$ cat config.mk
export PLATFORM = sky130hd
export DESIGN_NAME = hilo_muldiv_unit
export DESIGN_NICKNAME = d
export VERILOG_FILES = /design/src/rtl/hilo_muldiv_unit.sv
export SDC_FILE = /design/constraint.sdc
export NUM_CORES = 1
export LEC_CHECK = 0
export ABC_AREA = 1
export CORE_MARGIN = 3
export CORE_UTILIZATION = 35
export DETAILED_ROUTE_END_ITERATION = 6
export PLACE_DENSITY_LB_ADDON = 0.05
export SYNTH_ARGS = -nofsm -noshare
export SYNTH_HDL_FRONTEND = slang
export SYNTH_SLANG_ARGS = --single-unit
$ cat constraint.sdc
create_clock -name clk -period 4.8 [get_ports clk]
set_input_delay 0.96 -clock clk [delete_from_list [all_inputs] [get_ports clk]]
set_output_delay 0.96 -clock clk [all_outputs]
set_load 0.005 [all_outputs]
$ cat src/rtl/hilo_muldiv_unit.sv
// Iterative mult/multu/div/divu unit that owns the HI/LO pair. Define MULDIV_EARLY_OUT_EN
// to let zero divisors and zero multiplicands skip the iteration phase.
module hilo_muldiv_unit #(
  parameter int WIDTH = 32,
  parameter int CNT_W = 6
) (
  input  logic             clk,
  input  logic             rst_n,
  input  logic             start,
  input  logic [1:0]       op,
  input  logic [WIDTH-1:0] src_a,
  input  logic [WIDTH-1:0] src_b,
  input  logic             mthi,
  input  logic             mtlo,
  input  logic [WIDTH-1:0] wdata,
  output logic [WIDTH-1:0] hi,
  output logic [WIDTH-1:0] lo,
  output logic             busy,
  output logic             done,
  output logic             div_by_zero
);

  typedef enum logic [1:0] {S_IDLE, S_RUN, S_FIX} state_t;

  state_t             state_q, state_d;
  logic [CNT_W-1:0]   cnt_q, cnt_d;
  logic [1:0]         op_q, op_d;
  logic [WIDTH-1:0]   a_q, a_d, b_q, b_d;
  logic [WIDTH-1:0]   opnd_q, opnd_d;
  logic [2*WIDTH-1:0] acc_q, acc_d;
  logic               neg_res_q, neg_res_d, neg_rem_q, neg_rem_d;
  logic [WIDTH-1:0]   hi_q, hi_d, lo_q, lo_d;
  logic               busy_q, busy_d, done_q, done_d, dbz_q, dbz_d;

  logic               is_signed, is_div, b_zero, early_out;
  logic [WIDTH-1:0]   mag_a, mag_b;
  logic [WIDTH:0]     mult_sum, div_trial;
  logic [WIDTH-1:0]   rem_shift, rem_fix, quo_fix;
  logic [2*WIDTH-1:0] prod_fix;

  assign is_signed = ~op_q[0];
  assign is_div    = op_q[1];
  assign b_zero    = (b_q == '0);
  assign mag_a     = (is_signed && a_q[WIDTH-1]) ? -a_q : a_q;
  assign mag_b     = (is_signed && b_q[WIDTH-1]) ? -b_q : b_q;

  // Multiply: acc holds {partial sum, remaining multiplier bits}, shifted right each step.
  assign mult_sum  = {1'b0, acc_q[2*WIDTH-1:WIDTH]} + (acc_q[0] ? {1'b0, opnd_q} : '0);
  // Divide: acc holds {remainder, dividend/quotient}, shifted left each step.
  assign div_trial = {acc_q[2*WIDTH-1:WIDTH], acc_q[WIDTH-1]} - {1'b0, opnd_q};
  assign rem_shift = {acc_q[2*WIDTH-2:WIDTH], acc_q[WIDTH-1]};

  assign prod_fix  = neg_res_q ? -acc_q : acc_q;
  assign quo_fix   = neg_res_q ? -acc_q[WIDTH-1:0] : acc_q[WIDTH-1:0];
  assign rem_fix   = neg_rem_q ? -acc_q[2*WIDTH-1:WIDTH] : acc_q[2*WIDTH-1:WIDTH];

`ifdef MULDIV_EARLY_OUT_EN
  assign early_out = (src_b == '0) || (!op[1] && (src_a == '0));
`else
  assign early_out = 1'b0;
`endif

  always_comb begin
    state_d   = state_q;
    cnt_d     = cnt_q;
    op_d      = op_q;
    a_d       = a_q;
    b_d       = b_q;
    opnd_d    = opnd_q;
    acc_d     = acc_q;
    neg_res_d = neg_res_q;
    neg_rem_d = neg_rem_q;
    hi_d      = hi_q;
    lo_d      = lo_q;
    done_d    = 1'b0;
    dbz_d     = dbz_q;
    case (state_q)
      S_IDLE: begin
        if (mthi) hi_d = wdata;
        if (mtlo) lo_d = wdata;
        if (start) begin
          op_d      = op;
          a_d       = src_a;
          b_d       = src_b;
          opnd_d    = '0;
          acc_d     = '0;
          neg_res_d = 1'b0;
          neg_rem_d = 1'b0;
          cnt_d     = '0;
          dbz_d     = 1'b0;
          state_d   = early_out ? S_FIX : S_RUN;
        end
      end
      S_RUN: begin
        cnt_d = cnt_q + 1'b1;
        if (cnt_q == '0) begin
          // First RUN cycle loads magnitudes and result signs.
          opnd_d    = is_div ? mag_b : mag_a;
          acc_d     = {{WIDTH{1'b0}}, (is_div ? mag_a : mag_b)};
          neg_res_d = is_signed && (a_q[WIDTH-1] ^ b_q[WIDTH-1]);
          neg_rem_d = is_signed && a_q[WIDTH-1];
        end else if (is_div) begin
          acc_d = {(div_trial[WIDTH] ? rem_shift : div_trial[WIDTH-1:0]),
                   acc_q[WIDTH-2:0], ~div_trial[WIDTH]};
        end else begin
          acc_d = {mult_sum, acc_q[WIDTH-1:1]};
        end
        if (cnt_q == CNT_W'(WIDTH)) state_d = S_FIX;
      end
      S_FIX: begin
        if (!is_div) begin
          hi_d = prod_fix[2*WIDTH-1:WIDTH];
          lo_d = prod_fix[WIDTH-1:0];
        end else if (b_zero) begin
          hi_d = a_q;
          lo_d = '1;
        end else begin
          hi_d = rem_fix;
          lo_d = quo_fix;
        end
        dbz_d   = is_div && b_zero;
        done_d  = 1'b1;
        state_d = S_IDLE;
      end
      default: state_d = S_IDLE;
    endcase
    busy_d = (state_d != S_IDLE);
  end

  always_ff @(posedge clk) begin
    if (!rst_n) begin
      state_q   <= S_IDLE;
      cnt_q     <= '0;
      op_q      <= '0;
      a_q       <= '0;
      b_q       <= '0;
      opnd_q    <= '0;
      acc_q     <= '0;
      neg_res_q <= 1'b0;
      neg_rem_q <= 1'b0;
      hi_q      <= '0;
      lo_q      <= '0;
      busy_q    <= 1'b0;
      done_q    <= 1'b0;
      dbz_q     <= 1'b0;
    end else begin
      state_q   <= state_d;
      cnt_q     <= cnt_d;
      op_q      <= op_d;
      a_q       <= a_d;
      b_q       <= b_d;
      opnd_q    <= opnd_d;
      acc_q     <= acc_d;
      neg_res_q <= neg_res_d;
      neg_rem_q <= neg_rem_d;
      hi_q      <= hi_d;
      lo_q      <= lo_d;
      busy_q    <= busy_d;
      done_q    <= done_d;
      dbz_q     <= dbz_d;
    end
  end

  assign hi          = hi_q;
  assign lo          = lo_q;
  assign busy        = busy_q;
  assign done        = done_q;
  assign div_by_zero = dbz_q;

endmodule
# [Yosys cells after proc, flatten, opt, wreduce, memory -nomap -nowiden]
# Index checks and enable logic that the tools add are counted.
[classes] add_sub_neg=8 reduce_logical=16 n_eq_ne=7 n_mux=36 bitwise_logic=3
[op_table] cell="32-bit two-way mux" n=16
[op_table] cell="64-bit two-way mux" n=4
[op_table] cell="32-bit one-hot mux with 2 select lines" n=3
[op_table] cell="32-bit negator" n=4
[op_table] cell="64-bit one-hot mux with 2 select lines" n=1
[op_table] cell="64-bit negator" n=1
[op_table] cell="32-bit by 32-bit adder with 33-bit output" n=1
[op_table] cell="33-bit by 32-bit subtractor with 33-bit output" n=1
[op_table] cell="32-bit zero test" n=1
[op_table] cell="6-bit one-hot mux with 2 select lines" n=1
[op_table] cell="2-bit AND reduction" n=5
[op_table] cell="2-bit != test (second input constant)" n=4
[op_table] cell="6-bit by 1-bit adder with 6-bit output (second input constant)" n=1
[op_table] cell="6-bit == test (second input constant)" n=1
[op_table] cell="6-bit zero test" n=1
[op_table] cell="6-bit two-way mux" n=1
[op_table] cell="1-bit one-hot mux with 2 select lines" n=3
[op_table] cell="2-bit nonzero test" n=3
[op_table] cell="1-bit logical AND" n=4
[op_table] cell="1-bit two-way mux" n=4
[op_table] cell="2-bit two-way mux" n=2
[op_table] cell="2-bit one-hot mux with 2 select lines" n=1
[op_table] cell="3-bit AND reduction" n=1
[op_table] cell="2-bit by 1-bit == test with 1-bit output (second input constant)" n=1
[op_table] cell="4 further kinds" n=5
[word_totals] input_bits=103 output_inout_bits=67 reg_bits=239 elab_cells=84

# [Depth between registers and ports, before layout]
# Gate-level depths: netlist (run 1).
[depth] depth_word=6 ltp_mapped=19 mapped_depth_nobuf=18

# [Worst setup path after synthesis (run 1)]
# No wires, ideal clock.
[synth_timing] path_kind="reg2reg" startpoint="register acc_q[31]" endpoint="register acc_q[49]" n_path_buf=1 t_required_ns=4.658 arrival_time_ns=2.188 setup_ns=0.142 path_stages_with_launch=19 setup_slack_ns=2.470 period_less_slack_ns=2.330 cell_sequence="dfxtp_1 > inv_1 > ha_1 > fa_1 > inv_1 > nand2_1 > nand2_1 > nand3_1 > nand2_2 > nand2_1 > nand2_2 > nand2_4 > nand2_4 > nand2_4 > buf_4 > nand3_1 > nand3_2 > nand2_1 > a21oi_2"
[synth_via] elab_chain_len=5
[synth_rtl] element="start, declared" line_no="30" rtl="logic [2*WIDTH-1:0] acc_q, acc_d;"
[synth_rtl] element="start signal, assigned" line_no="138" rtl="acc_q <= '0;"
[synth_rtl] element="start signal, assigned" line_no="153" rtl="acc_q <= acc_d;"
[synth_rtl] element="33-bit by 32-bit subtractor with 33-bit output" line_no="50" rtl="assign div_trial = {acc_q[2*WIDTH-1:WIDTH], acc_q[WIDTH-1]} - {1'b0, opnd_q};"
[synth_rtl] element="32-bit two-way mux" line_no="103" rtl="acc_d = {(div_trial[WIDTH] ? rem_shift : div_trial[WIDTH-1:0]),"
[synth_rtl] element="64-bit two-way mux" line_no="102" rtl="end else if (is_div) begin"
[synth_rtl] element="64-bit two-way mux" line_no="96" rtl="if (cnt_q == '0) begin"
[synth_rtl] element="64-bit one-hot mux with 2 select lines" line_no="77" rtl="case (state_q)"
# No other way between the ends.
# A chain may end at the register's enable or synchronous reset.

# [Final worst setup path (run 1)]
[layout_timing] startpoint="register acc_q[58]" endpoint="register acc_q[40]"
# Same word-level chain as after synthesis.

==> flow_metrics.tcl, run 1 <==
set metrics [dict create \
    hpwlAfterDp_mm 83.7 \
    postCtsHoldBufs 0 \
    cp_max_fo 31 \
    die_area_um2 66200 \
    diodes 0 \
    cts_resized 0 \
    hold_path_depth 2 \
    gp_congestion 1.02 \
    critPathCaptureType "flop" \
    setup_violations 0 \
    overflow 0 \
    wl_per_cell_um 21.5 \
    grt_pass1_wl_mm 151 \
    power.leakage_nw 12.4 \
    irDropWorstVdd_v 0.000230 \
    synthToLayoutAreaGrowth_pct 14.9 \
    reg2reg_depth 14 \
    max_slew_margin 0.225 \
    synth-seq-cells 239 \
    rsz0062_at_grt "no" \
    die_x_um 257 \
    yosys-top-cells-area "dfxtp_1 22%, nand2_1 21%, inv_1 9.0%" \
    post_cts_buffers 0 \
    worstHoldEndpoint "cnt_q[5]" \
    hold_viol_final 0 \
    clock-sinks 239 \
    setup_tns_ps 0 \
    r2r_start "acc_q[58]" \
    worstPathRequired_ps 5330 \
    cts-root-to-sink-buffers 3 \
    nets 4167 \
    period_needed_ps 3250 \
    antenna_found_initial 1 \
    fmax_ghz 0.307 \
    htreeDepth 1 \
    core-area_um2 62100 \
    arrival_ps 3790 \
    grt_usage 0.301 \
    rrSetupSlack_ps 1550 \
    first_iter_violations 2626 \
    ys_types 49 \
    grt_pass1_vias 22900 \
    viasPerCell 5.25 \
    drive_gt1_frac 0.0580 \
    worst_setup_path_start_kind "flop" \
    clkTransAtPathRegs_ps 60 \
    firstDrtPassIters 5 \
    worstSkewPairLatency_ps 610 \
    netlist_area_um2 22100 \
    yosysTopAreaCell "dfxtp_1" \
    cts_tree "built" \
    totalWireLength_mm 104 \
    path_class "reg -> reg" \
    min_from "cnt_q[5]" \
    synth.net_count 4101 \
    ys_seq_area_frac 0.216 \
    fp.dieH_um 257 \
    powerDensity_nw_per_um2 304 \
    pin_count 170 \
    grt_max_degree 105 \
    finalCritPeriodShare 0.678 \
    maxCapViolCount 0 \
    yosys_warnings 0 \
    worst_pin_slew_ps 1150 \
    drtAntennaViolNets 0 \
    min_path_type "reg -> reg" \
    rows 91 \
    outcome "finished, final reports clean" \
    cts_made_buffers 31 \
    dr_total_vias 25500 \
    final-max-slew-violation-count 0 \
    synth_top_area_frac 0.216 \
    portBuffers 169 \
    skew_ps 18.8 \
    cts_root_buffer "clkbuf_16" \
    placed_cell_area_um2 24400 \
    start_util 0.356 \
    timing.rr.end "acc_q[40]" \
    synthCells 3926 \
    final_cell_area_um2 25400 \
    avgSynthCellArea_um2 5.63 \
    drc 0 \
]
where the power goes:
part | switching (mW) | total, mW | internal, mW
clock | 1.02 | 2.40 | 1.37
combinational | 2.15 | 3.04 | 0.896
sequential | 0.161 | 2.28 | 2.12
total | 3.33 | 7.72 | 4.39
metrics by stage:
step / std cells / total power, mW / setup slack [ps] / util / hold WS, ps
after floorplan: 3926 / 4.21 / 2470 / - / 458
after global placement: 4796 / 5.31 / 1390 / 0.393 / 484
after detailed placement: 4796 / 5.29 / 1360 / 0.393 / 479
after CTS: 4853 / 7.69 / 1620 / 0.409 / 488
after global routing: 4853 / 8.08 / 1390 / 0.409 / 512
final: 4853 / 7.72 / 1550 / 0.409 / 490
worst max-delay path: stages, from the launching register on:
cell,delay (ps)
dfxtp_1,830
ha_1,410
nand2_1,120
inv_2,50
nand2_2,70
inv_2,40
nand2_1,90
inv_1,80
a21oi_4,290
nand3_4,400
nand2_8,440
nand2_2,90
nand3_2,70
nand2_1,80
a21oi_2,110
area by class of cell:
type	count	area, um2
inverters	551	2070
fillers	7059	36700
clock buffers	43	871
repair buffers	198	1920
multi-input cells	2971	14600
clock inverters	14	149
flip-flops and latches	239	4790
well taps	837	1050
metal layers:
metal  GRT usage  part of all wire  vias up
li1            -                 -    12600
met1       0.447              0.47    11700
met2       0.443              0.41     1044
met3      0.0360             0.074      161
met4       0.114             0.044        2
met5           0           0.00012        -
registers in the layout (all words and copies together) (netlist names):
register     flops
done             1
acc_q           64
state_q          2
op_q             2
neg_rem_q        1
div_by_zero      1
lo              32
busy             1
neg_res_q        1
hi              32
cnt_q            6
opnd_q          32
a_q             32
b_q             32
cell usage in the layout, fill, tap and decap left out, types with 19 or more instances in the layout:
cell and instances:
o21ai_0 274, nand3_1 315, buf_4 29, xor2_1 101, o21ai_1 23, a21oi_2 30
a21oi_1 292, clkdlybuf4s50_1 168, ha_1 70, o22ai_1 21, nand4_1 43, o211ai_1 26
nand2_1 1248, inv_1 531, nor2_1 356, nand3_2 24, inv_2 19, clkbuf_16 31
nand2_2 40, dfxtp_1 237
kinds of logic after synthesis:
family | Yosys count | synth area share
AO/OA/AOI/OAI | 691 | 0.169
adder cells (fa/ha/maj) | 72 | 0.0414
buffers and inverters | 716 | 0.127
flip-flops | 239 | 0.216
XOR/XNOR | 116 | 0.0460
AND/OR/NAND/NOR | 2092 | 0.400
synthesized netlist by cell type (all sizes together):
library cell / count
clkbuf: 101
fa: 2
nor3: 13
inv: 551
dfxtp: 239
a31oi: 3
nand4: 43
ha: 70
a21oi: 323
o22ai: 21
o221ai: 1
and2: 8
o211ai: 26
or3: 1
buf: 64
o21bai: 5
a32o: 1
xor2: 101
a21o: 2
or2: 3
a211oi: 4
xnor2: 15
nor2: 373
o21a: 2
and3: 2
nand2: 1292
nand3b: 12
nand3: 341
o21ai: 303
nor4: 4
how the worst max path moves through the flow:
stage	end	cells after the start	slack, ps	start
2_1_floorplan	acc_q[49]	18	2470	acc_q[31]
6_report	acc_q[40]	14	1550	acc_q[58]
4_1_cts	acc_q[40]	17	1620	acc_q[31]
3_3_place_gp	opnd_q[0]	9	1390	start
5_1_grt	acc_q[52]	17	1390	acc_q[31]
3_5_place_dp	opnd_q[0]	9	1360	start
No activity file was read; power rests on OpenSTA's default activity.
==> run 2: changes to the inputs <==
==> constraint.sdc (replaced) <==
create_clock -name clk -period 2.7 [get_ports clk]
set_input_delay 0.54 -clock clk [delete_from_list [all_inputs] [get_ports clk]]
set_output_delay 0.54 -clock clk [all_outputs]
set_load 0.005 [all_outputs]
==> run 2 against run 1 <==
  * Register-to-register slack got worse by 1500 ps
  * Largest cell class unchanged
  * Hold slack got worse by 7.2 ps
  * Largest power group unchanged
  * Clock power rose by 79%
  * Utilization rose by 2.3 points
  * First-iteration DRC count rose by 9.2%
  * Critical path type unchanged
  * Cell count rose by 3.1%
  * Clock-buffer cell count did not move
  * Via count rose by 2.5%
  * Die area did not move
  * Total power rose by 83%
==> flow_metrics.tcl, run 2 (synthesis gave the netlist of run 1 again) <==
set metrics [dict create \
    largest_reg_flops 64 \
    grt_max_degree 137 \
    dp_slack_ps -44.3 \
    nets 4321 \
    regMostFlops "acc_q" \
    final-max-slew-violation-count 0 \
    timing.final.ws_setup_ps 50.0 \
    portBuffers 169 \
    grt_pass1_wl_mm 157 \
    first_iter_violations 2868 \
    outcome "finished, final reports clean" \
    grt_pass1_vias 23900 \
    postCtsHoldBufs 0 \
    dr_total_vias 26100 \
    cp_max_fo 4 \
    placed_cell_area_um2 25700 \
    htreeDepth 1 \
    firstDrtPassIters 6 \
    fmax_ghz 0.377 \
    cts_made_buffers 31 \
    drive_gt1_frac 0.0986 \
    drc 0 \
    diodes 0 \
    cts_tree "built" \
    hpwlAfterDp_mm 86.6 \
    worstSkewPairLatency_ps 620 \
    irDropWorstVdd_v 0.000446 \
    synthToLayoutAreaGrowth_pct 21.3 \
    rows 91 \
    powerDensity_nw_per_um2 526 \
    layout_commonest_cell "nand2_1" \
    path_class "reg -> reg" \
    clkTransAtPathRegs_ps 60 \
    grt_usage 0.310 \
    critPathCaptureType "flop" \
    cts-root-to-sink-buffers 3 \
    skew_ps 30.9 \
    cts_root_buffer "clkbuf_16" \
    wl_per_cell_um 21.3 \
    fillers 6908 \
    pin_count 170 \
    maxCapViolCount 0 \
    worstPathRequired_ps 3230 \
    final_cell_area_um2 26800 \
    finalCritPeriodShare 0.981 \
    worst_pin_slew_ps 794 \
    start_util 0.356 \
    arrival_ps 3180 \
    core-area_um2 62100 \
    antenna_found_initial 3 \
    worst_setup_path_start_kind "flop" \
    gp_congestion 0.990 \
    viasPerCell 5.22 \
    fin_cells 5004 \
    clock-sinks 239 \
    mostFrequentLayoutCells "1,245 x nand2_1, 531 x inv_1, 351 x nor2_1" \
    hold_viol_final 0 \
    drtAntennaViolNets 0 \
    min_path_type "reg -> reg" \
    die_x_um 257 \
    die_area_um2 66200 \
    placed_cells 4944 \
    totalWireLength_mm 107 \
    max_slew_margin 0.470 \
    setup_violations 0 \
    power.leakage_nw 13.3 \
    fp.dieH_um 257 \
    period_needed_ps 2650 \
    overflow 0 \
]
[run 2: metrics by stage]
stage | power (mW) | util | setup TNS, ps | hold WS, ps
after detailed placement | 9.69 | 0.413 | -46.8 | 479
final | 14.1 | 0.432 | 0 | 483
after floorplan | 7.48 | - | 0 | 458
after CTS | 14.0 | 0.430 | 0 | 488
after global placement | 9.71 | 0.413 | -53.2 | 480
after global routing | 14.8 | 0.432 | -18.6 | 513
[run 2: where the power goes]
group / internal, mW / leakage, nW / switching (mW)
registers: 3.78 / 1.97 / 0.261
clock network: 2.53 / 0.498 / 1.77
logic: 1.88 / 10.8 / 3.89
total: 8.18 / 13.3 / 5.92
[run 2: final cells by class]
| class | instances | area, um2 | area share |
|---|---|---|---|
| inverters | 551 | 2070 | 0.0772 |
| flip-flops and latches | 239 | 4810 | 0.179 |
| clock inverters | 11 | 154 | 0.00574 |
| repair buffers | 351 | 3240 | 0.121 |
| well taps | 837 | 1050 | 0.0390 |
| multi-input cells | 2972 | 14600 | 0.545 |
| clock buffers | 43 | 871 | 0.0325 |
[run 2: worst paths after layout]
path	end	slack [ps]	from	depth (start not counted)
worst max-delay path	acc_q[57]	50	opnd_q[8]	14
worst min-delay path	acc_q[19]	480	acc_q[19]	2
worst max register to register	acc_q[57]	50	opnd_q[8]	14
worst min register to register	acc_q[19]	480	acc_q[19]	2
[run 2: timing repair]
item	CTS	global route
endpoints found under the setup margin	3	42
gates cloned	0	1
pin swaps	0	5
setup buffers	0	5
resized for setup	2	37
[run 2: worst max-delay path, cell delays in order (launching register included)]
cell and delay (ps):
dfxtp_1 480, inv_1 110, ha_1 360, nand2_1 150
nor2_4 220, nand3_1 110, nand3_1 250, nand3_1 180
nand3b_1 120, nand2_1 60, inv_1 130, nand2_1 140
nand2_1 90, nand2_1 50, a21oi_1 110
[run 2: metal layers]
| metal | track usage | share of wire | up-vias |
|---|---|---|---|
| met3 | 0.0428 | 0.079 | 152 |
| met5 | 0 | 0.00010 | - |
| li1 | - | - | 12900 |
| met2 | 0.461 | 0.41 | 1068 |
| met4 | 0.0985 | 0.036 | 2 |
| met1 | 0.459 | 0.47 | 12000 |
